`src/rtl/i2s_rx_sched_pkg.sv`:
```
// i2s_rx_sched_pkg
//   Shared definitions for the I2S receive controller: default frame geometry
//   and the capture FSM state type.
package i2s_rx_sched_pkg;

  localparam int unsigned DEF_BCK_DIV    = 2;
  localparam int unsigned DEF_SLOT_BITS  = 32;
  localparam int unsigned DEF_SAMPLE_W   = 24;
  localparam int unsigned DEF_DISCARD_FR = 1;

  typedef enum logic [1:0] {
    ST_IDLE,
    ST_SETTLE,
    ST_RUN
  } cap_state_e;

endpackage

```
`src/rtl/i2s_rx_sched_clkgen.sv`:
```
// i2s_rx_sched_clkgen
//   Divides mck into the I2S bit clock and word clock and tracks the bit
//   position inside the stereo frame.
// Ports:
//   mck      in   master clock, all logic on posedge
//   rst_n    in   async active-low reset
//   en       in   run enable; low parks bck/lrck at 0 and clears counters
//   bck      out  registered bit clock
//   lrck     out  registered word clock, 0 = left slot, 1 = right slot
//   bit_cnt  out  bck position in frame, 0..2*SLOT_BITS-1, advances on bck fall
//   rise     out  strobe: this mck edge drives bck high
//   fall     out  strobe: this mck edge drives bck low
module i2s_rx_sched_clkgen
  import i2s_rx_sched_pkg::*;
#(
  parameter int unsigned BCK_DIV   = DEF_BCK_DIV,
  parameter int unsigned SLOT_BITS = DEF_SLOT_BITS,
  parameter int unsigned BIT_W     = $clog2(2 * SLOT_BITS)
) (
  input  logic             mck,
  input  logic             rst_n,
  input  logic             en,
  output logic             bck,
  output logic             lrck,
  output logic [BIT_W-1:0] bit_cnt,
  output logic             rise,
  output logic             fall
);

  localparam int unsigned DIV_W = $clog2(BCK_DIV + 1);
  localparam logic [DIV_W-1:0] DIV_LAST = DIV_W'(BCK_DIV - 1);
  localparam logic [BIT_W-1:0] BIT_LAST = BIT_W'(2 * SLOT_BITS - 1);
  localparam logic [BIT_W-1:0] SLOT_N   = BIT_W'(SLOT_BITS);

  logic [DIV_W-1:0] div_cnt_q, div_cnt_d;
  logic [BIT_W-1:0] bit_cnt_q, bit_cnt_d;
  logic             bck_q, bck_d;
  logic             lrck_q, lrck_d;
  logic             tick;

  always_comb begin
    tick      = en && (div_cnt_q == DIV_LAST);
    rise      = tick && !bck_q;
    fall      = tick && bck_q;
    div_cnt_d = div_cnt_q;
    bit_cnt_d = bit_cnt_q;
    bck_d     = bck_q;
    lrck_d    = lrck_q;
    if (!en) begin
      div_cnt_d = '0;
      bit_cnt_d = '0;
      bck_d     = 1'b0;
      lrck_d    = 1'b0;
    end else begin
      div_cnt_d = tick ? '0 : div_cnt_q + DIV_W'(1);
      if (tick) begin
        bck_d = ~bck_q;
      end
      if (fall) begin
        bit_cnt_d = (bit_cnt_q == BIT_LAST) ? '0 : bit_cnt_q + BIT_W'(1);
      end
      // Derived from the next count so lrck moves on the same edge bck falls.
      lrck_d = (bit_cnt_d >= SLOT_N);
    end
  end

  always_ff @(posedge mck or negedge rst_n) begin
    if (!rst_n) begin
      div_cnt_q <= '0;
      bit_cnt_q <= '0;
      bck_q     <= 1'b0;
      lrck_q    <= 1'b0;
    end else begin
      div_cnt_q <= div_cnt_d;
      bit_cnt_q <= bit_cnt_d;
      bck_q     <= bck_d;
      lrck_q    <= lrck_d;
    end
  end

  assign bck     = bck_q;
  assign lrck    = lrck_q;
  assign bit_cnt = bit_cnt_q;

endmodule

```
`src/rtl/i2s_rx_sched.sv`:
```
// i2s_rx_sched
//   Master-mode I2S receive controller. Generates bck/lrck for the ADC,
//   deserialises i2s_data into left/right words (standard I2S, MSB one bck
//   after the lrck edge), drops DISCARD_FR frames after enable, and hands each
//   stereo pair downstream over a valid/ready handshake with a sticky overrun.
// Build option:
//   I2S_OFFSET_BIN_EN  when defined, published words have their MSB inverted
//                      (two's complement -> offset binary).
// Ports:
//   mck           in   master clock
//   rst_n         in   async active-low reset
//   en            in   run enable; low parks clocks and idles capture
//   i2s_data      in   serial data from ADC
//   bck, lrck     out  registered bit / word clocks (lrck 0 = left)
//   sample_l/r    out  held stereo pair
//   sample_valid  out  held pair available
//   sample_ready  in   downstream accepts on valid & ready
//   overrun       out  sticky: pair published over an unaccepted one
//   overrun_clr   in   clears overrun (a simultaneous set wins)
module i2s_rx_sched
  import i2s_rx_sched_pkg::*;
#(
  parameter int unsigned BCK_DIV    = DEF_BCK_DIV,
  parameter int unsigned SLOT_BITS  = DEF_SLOT_BITS,
  parameter int unsigned SAMPLE_W   = DEF_SAMPLE_W,
  parameter int unsigned DISCARD_FR = DEF_DISCARD_FR
) (
  input  logic                mck,
  input  logic                rst_n,
  input  logic                en,
  input  logic                i2s_data,
  output logic                bck,
  output logic                lrck,
  output logic [SAMPLE_W-1:0] sample_l,
  output logic [SAMPLE_W-1:0] sample_r,
  output logic                sample_valid,
  input  logic                sample_ready,
  output logic                overrun,
  input  logic                overrun_clr
);

  localparam int unsigned BIT_W = $clog2(2 * SLOT_BITS);
  localparam logic [BIT_W-1:0] SLOT_N   = BIT_W'(SLOT_BITS);
  localparam logic [BIT_W-1:0] SAMP_N   = BIT_W'(SAMPLE_W);
  localparam logic [BIT_W-1:0] BIT_LAST = BIT_W'(2 * SLOT_BITS - 1);
  localparam logic [3:0]       DISC_LAST = (DISCARD_FR == 0) ? 4'd0 : 4'(DISCARD_FR - 1);

`ifdef I2S_OFFSET_BIN_EN
  localparam logic [SAMPLE_W-1:0] PUB_MASK = {1'b1, {(SAMPLE_W - 1){1'b0}}};
`else
  localparam logic [SAMPLE_W-1:0] PUB_MASK = '0;
`endif

  logic [BIT_W-1:0] bit_cnt;
  logic [BIT_W-1:0] slot_bit;
  logic             rise, fall;
  logic             slot_r, cap_bit, word_done, frame_end;
  logic [SAMPLE_W-1:0] shifted;

  cap_state_e state_q, state_d;
  logic [3:0] discard_q, discard_d;
  logic [SAMPLE_W-1:0] shift_q, shift_d;
  logic [SAMPLE_W-1:0] stage_l_q, stage_l_d;
  logic [SAMPLE_W-1:0] stage_r_q, stage_r_d;
  logic                pend_q, pend_d;
  logic [SAMPLE_W-1:0] sample_l_q, sample_l_d;
  logic [SAMPLE_W-1:0] sample_r_q, sample_r_d;
  logic                valid_q, valid_d;
  logic                overrun_q, overrun_d;

  i2s_rx_sched_clkgen #(
    .BCK_DIV   (BCK_DIV),
    .SLOT_BITS (SLOT_BITS),
    .BIT_W     (BIT_W)
  ) u_clkgen (
    .mck     (mck),
    .rst_n   (rst_n),
    .en      (en),
    .bck     (bck),
    .lrck    (lrck),
    .bit_cnt (bit_cnt),
    .rise    (rise),
    .fall    (fall)
  );

  always_comb begin
    slot_r    = (bit_cnt >= SLOT_N);
    slot_bit  = slot_r ? (bit_cnt - SLOT_N) : bit_cnt;
    cap_bit   = rise && (slot_bit >= BIT_W'(1)) && (slot_bit <= SAMP_N);
    word_done = cap_bit && (slot_bit == SAMP_N);
    frame_end = fall && (bit_cnt == BIT_LAST);
    shifted   = {shift_q[SAMPLE_W-2:0], i2s_data};
  end

  // Capture FSM
  always_comb begin
    state_d   = state_q;
    discard_d = discard_q;
    case (state_q)
      ST_IDLE: begin
        discard_d = '0;
        if (en) begin
          state_d = (DISCARD_FR == 0) ? ST_RUN : ST_SETTLE;
        end
      end
      ST_SETTLE: begin
        if (frame_end) begin
          if (discard_q == DISC_LAST) begin
            state_d   = ST_RUN;
            discard_d = '0;
          end else begin
            discard_d = discard_q + 4'd1;
          end
        end
      end
      ST_RUN: ;
      default: state_d = ST_IDLE;
    endcase
    if (!en) begin
      state_d   = ST_IDLE;
      discard_d = '0;
    end
  end

  // Deserialiser; the right word's completion in RUN arms a publish for the next edge
  always_comb begin
    shift_d   = shift_q;
    stage_l_d = stage_l_q;
    stage_r_d = stage_r_q;
    pend_d    = 1'b0;
    if (!en) begin
      shift_d = '0;
    end else if (cap_bit) begin
      shift_d = shifted;
      if (word_done) begin
        if (!slot_r) begin
          stage_l_d = shifted;
        end else begin
          stage_r_d = shifted;
          pend_d    = (state_q == ST_RUN);
        end
      end
    end
  end

  // Output holding register and handshake; publish overrides a same-cycle accept
  always_comb begin
    sample_l_d = sample_l_q;
    sample_r_d = sample_r_q;
    valid_d    = valid_q;
    overrun_d  = overrun_q;
    if (overrun_clr) begin
      overrun_d = 1'b0;
    end
    if (valid_q && sample_ready) begin
      valid_d = 1'b0;
    end
    if (pend_q) begin
      valid_d    = 1'b1;
      sample_l_d = stage_l_q ^ PUB_MASK;
      sample_r_d = stage_r_q ^ PUB_MASK;
      if (valid_q && !sample_ready) begin
        overrun_d = 1'b1;
      end
    end
  end

  always_ff @(posedge mck or negedge rst_n) begin
    if (!rst_n) begin
      state_q    <= ST_IDLE;
      discard_q  <= '0;
      shift_q    <= '0;
      stage_l_q  <= '0;
      stage_r_q  <= '0;
      pend_q     <= 1'b0;
      sample_l_q <= '0;
      sample_r_q <= '0;
      valid_q    <= 1'b0;
      overrun_q  <= 1'b0;
    end else begin
      state_q    <= state_d;
      discard_q  <= discard_d;
      shift_q    <= shift_d;
      stage_l_q  <= stage_l_d;
      stage_r_q  <= stage_r_d;
      pend_q     <= pend_d;
      sample_l_q <= sample_l_d;
      sample_r_q <= sample_r_d;
      valid_q    <= valid_d;
      overrun_q  <= overrun_d;
    end
  end

  assign sample_l     = sample_l_q;
  assign sample_r     = sample_r_q;
  assign sample_valid = valid_q;
  assign overrun      = overrun_q;

endmodule

```
`config.mk`:
```
export PLATFORM = sky130hd
export DESIGN_NAME = i2s_rx_sched
export DESIGN_NICKNAME = d
export VERILOG_FILES = /design/src/rtl/i2s_rx_sched_pkg.sv /design/src/rtl/i2s_rx_sched_clkgen.sv /design/src/rtl/i2s_rx_sched.sv
export SDC_FILE = /design/constraint.sdc
export NUM_CORES = 1
export LEC_CHECK = 0
export CAP_MARGIN = 20
export CORE_MARGIN = 1.5
export CORE_UTILIZATION = 60
export CTS_BUF_LIST = sky130_fd_sc_hd__clkbuf_4 sky130_fd_sc_hd__clkbuf_8
export DETAILED_ROUTE_END_ITERATION = 8
export PLACE_DENSITY = 0.84
export SYNTH_ARGS = -nofsm -noshare
export SYNTH_HDL_FRONTEND = slang
export SYNTH_SLANG_ARGS = --single-unit
```
`constraint.sdc`:
```
create_clock -name mck -period 4.9 [get_ports mck]
set_clock_uncertainty 0.2 [all_clocks]
set_input_delay 1.225 -clock mck [delete_from_list [all_inputs] [get_ports mck]]
set_output_delay 1.225 -clock mck [all_outputs]
set_load 0.02 [all_outputs]
```
==> key figures <==
Clock network
  – Htree depth: 4
  – # hold bufs at CTS: 0
  – CTS sink count: between 100 and 150
  – Post_cts resized: 0
  – Worst skew pair latency: between 0.4 and 0.5 ns
  – CTS Root Cell: clkbuf_8
  – CTS Buf Count: 17
  – CTS Buffer Depth: 2
  – Clock-pin slew of the registers on the worst-case setup and hold paths: approximately 0.09 ns
  – Setup Fix Bufs, Post-CTS: 0
  – TritonCTS clock tree: done

GRT
  – Vias in the first global route: 3440
  – Largest net degree at the start of global routing: 110
  – First-pass GRT wire length: 17.44 mm
  – Global route total overflow: 0
  – GRT Overall Usage: 0.2289
  – Initial antenna violation count: 0

Floorplanning
  – Row count: 35
  – Initial Utilization: 0.6150
  – Die width: 99.86 um
  – CORE AREA: 0.009153 sq mm
  – IO Count: 58
  – Die area: roughly 0.010 sq mm
  – Die span in y: about 100 um

Final layout
  – Final instance area: 0.006671 sq mm
  – Number of fillers in the final layout: 596
  – Share of layout cells above drive strength 1: 0.2944
  – Final nets: roughly 480
  – Inserted Diodes: 0
  – Layout area overhead: 18.52%
  – Layout Cells excl Fill: 590
  – Finished Core Util: 0.7289

Logic synthesis
  – Synth Register Bits: 138
  – Synth top area share: 0.6135
  – Syn_nets: 418
  – Seq/Total Area, Yosys: 0.6135
  – Distinct cells, synth: 42
  – Top-count cell post-synth: dfrtp_1
  – Netlist Area Pre-Place: around 0.0056 sq mm
  – Syn Inst Count: between 400 and 500
  – Post-synth EDFFs: 0
  – Ys flop type: dfrtp_1
  – Post-synth ARST share: 1.000
  – Most instantiated cells after synthesis: dfrtp_1 (138), mux2_2 (94), nand3_1 (27), o21ai_0 (23), a21boi_1 (20)
  – Yosys warnings: 0
  – Top cell type by total area after synthesis: dfrtp_1
  – Top cells by area, synth: dfrtp_1 (61%), mux2_2 (19%), a21boi_1 (2.7%), nand3_1 (2.4%), o21ai_0 (2.0%)
  – Syn_area_per_cell: between 10 and 15 sq um

Setup path
  – CP arrival: between 3 and 4 ns
  – Crit-path most repeated cell: buf_4
  – Worst path cell trace: clkdlybuf4s50_1 > buf_4 > nand4bb_1 > buf_4 > nor3_2 > nand2_2 > mux2_1
  – Register-to-Register Path Depth: 6
  – CP Launch Type: input pin
  – Cell family with the largest share of critical-path delay: buffers and inverters
  – Crit path kind: input pin to flop
  – CP peak stage delay: around 0.46 ns
  – WP depth: 7
  – R2r endpoint: shift_q[1]
  – Critical Path Slowest Stage Cell: mux2_1
  – Reg2Reg Setup Slack: ~2.3 ns
  – Worst Path Required: 5.01 ns
  – Crit Path Max Fanout: 37
  – Worst path buffer plus inverter count: 3
  – R2R Path Start: u_clkgen.bit_cnt[0]
  – Crit. End Element: flop

Flow run
  – Maxcap violations: 0

Timing
  – Final TNS setup: 0 ns
  – Relative slew slack: 0.3614
  – Final worst-path cycle share: 0.6690
  – Min Tclk post-route: between 3 and 4 ns
  – RSZ-0062 raised after global routing: no
  – Least-Margin Pin Slew: 0.9578 ns
  – Setup ws final: 1.622 ns
  – Final hold vios: 0
  – Max Clock Freq: around 310 MHz
  – Final setup violation count: 0
  – Slew Limit Fails: 0

Power and ir drop
  – Leak: 3.154 nW
  – Gate power share: 0.030
  – Pwr dens: ~310 mW/mm^2
  – Switching Fraction: 0.2498
  – NetSw: roughly 0.00052 W
  – Int Pwr: ~0.0016 W
  – Clk network pwr share: 0.425
  – Seq pwr share: 0.545
  – Maximum vdd drop: approximately 0.18 mV

Detailed routing
  – Routed wire per std cell: roughly 17 um
  – Routed WL: ~10 mm
  – Pre-antenna DRT Iters: 5
  – Via Count: about 3400
  – Drt drc: 0
  – DR iter-0 viols: 211
  – Vias/cell: 5.842
  – DRT antenna net count: 0

Place
  – DP HPWL: around 6.2 mm
  – Number of port buffers: 57
  – Routability congestion estimate: 0.8156
  – Placed Cells: 557
  – Pre-CTS setup slack: between 1 and 1.5 ns
  – Placed Area: 0.006265 sq mm

Hold path
  – Hold path startpoint: stage_r_q[18]
  – WHS Path Cells: 1
  – Worst Hold Class: flop to flop
  – Hold endpoint: stage_r_q[18]

Status
  – Outcome: finished clean
sequential cells by signal, summed over array words and instances (netlist names):
| signal | count |
|---|---|
| u_clkgen.bit_cnt | 6 |
| sample_valid | 1 |
| stage_r_q | 24 |
| u_clkgen.bck | 1 |
| overrun | 1 |
| discard_q | 4 |
| state_q | 2 |
| sample_l | 24 |
| u_clkgen.div_cnt_q | 2 |
| shift_q | 23 |
| pend_q | 1 |
| sample_r | 24 |
| u_clkgen.lrck | 1 |
| stage_l_q | 24 |
cell type report:
class                      count  area, sq um  share of cell area
multi-input combinational    238         2028              0.3040
timing repair buffer          64        636.9             0.09546
inverter                       7        26.28            0.003938
tap                          111        138.9             0.02082
sequential                   138         3455              0.5178
clock inverter                15        152.6             0.02288
clock buffer                  17        234.0             0.03507
power by group through the flow:
stage	sequential, W	combinational [W]	clock (W)
floorplan	0.00117	0.0000295	0
global placement	0.00117	0.0000610	0
detailed placement	0.00117	0.0000633	0
CTS	0.00114	0.0000645	0.000913
global route	0.00114	0.0000718	0.000964
finish	0.00114	0.0000632	0.000893
per-stage QoR:
step	hold slack [ns]	total power, W
3_3_place_gp	0.2733	0.001227
3_5_place_dp	0.2876	0.001229
6_report	0.2986	0.002099
4_1_cts	0.3078	0.002121
2_1_floorplan	0.2585	0.001196
5_1_grt	0.3211	0.002180
worst register-to-register path: cells and delay by family (launching register included):
kind	cells	cell delay [ns]
adder cells (fa/ha/maj)	1	0.15
AND/OR/NAND/NOR	1	0.47
flip-flops	1	0.45
AO/OA/AOI/OAI	3	1.09
buffers and inverters	1	0.12
layer usage:
metal | wire [um] | part of all wire | GRT usage
met3 | 402 | 0.039 | 0.05501
met1 | 4427 | 0.43 | 0.3022
met4 | 148 | 0.014 | 0.09209
met5 | 0 | 0 | 0
met2 | 5230 | 0.51 | 0.3694
worst max path at each step:
stage | start | end
2_1_floorplan | en | stage_l_q[10]
3_3_place_gp | en | stage_r_q[18]
3_5_place_dp | en | stage_r_q[4]
4_1_cts | en | stage_r_q[4]
5_1_grt | en | stage_r_q[4]
6_report | en | stage_r_q[4]
cells by family (layout without fill, tap and decap cells):
group,count (synthesis),count (layout),synth area share
XOR/XNOR,5,5,0.007779
AO/OA/AOI/OAI,62,62,0.07357
AND/OR/NAND/NOR,68,68,0.07068
buffers and inverters,30,103,0.02712
adder cells (fa/ha/maj),6,6,0.01334
multiplexers,97,97,0.1940
flip-flops,138,138,0.6135
cells in the final DEF, fill, tap and decap left out, types with 2 or more instances in the layout:
master	synthesis	final
a32o_1	2	2
a41oi_1	2	2
nand4b_1	2	2
clkbuf_8	0	17
nand2b_1	4	4
inv_6	0	7
mux2_1	3	3
and2_1	4	4
buf_4	1	6
mux2_2	94	94
o21ai_0	23	23
a21oi_1	2	2
nand3_1	27	27
nand2_1	9	9
ha_1	6	6
a21o_1	3	3
nor2_1	8	8
clkinvlp_4	0	4
dfrtp_1	138	137
nor2b_1	2	2
inv_8	0	2
inv_1	7	7
a21boi_0	4	4
a21boi_1	20	20
xnor2_1	5	5
clkdlybuf4s50_1	0	56
No activity file was read; power rests on OpenSTA's default activity.
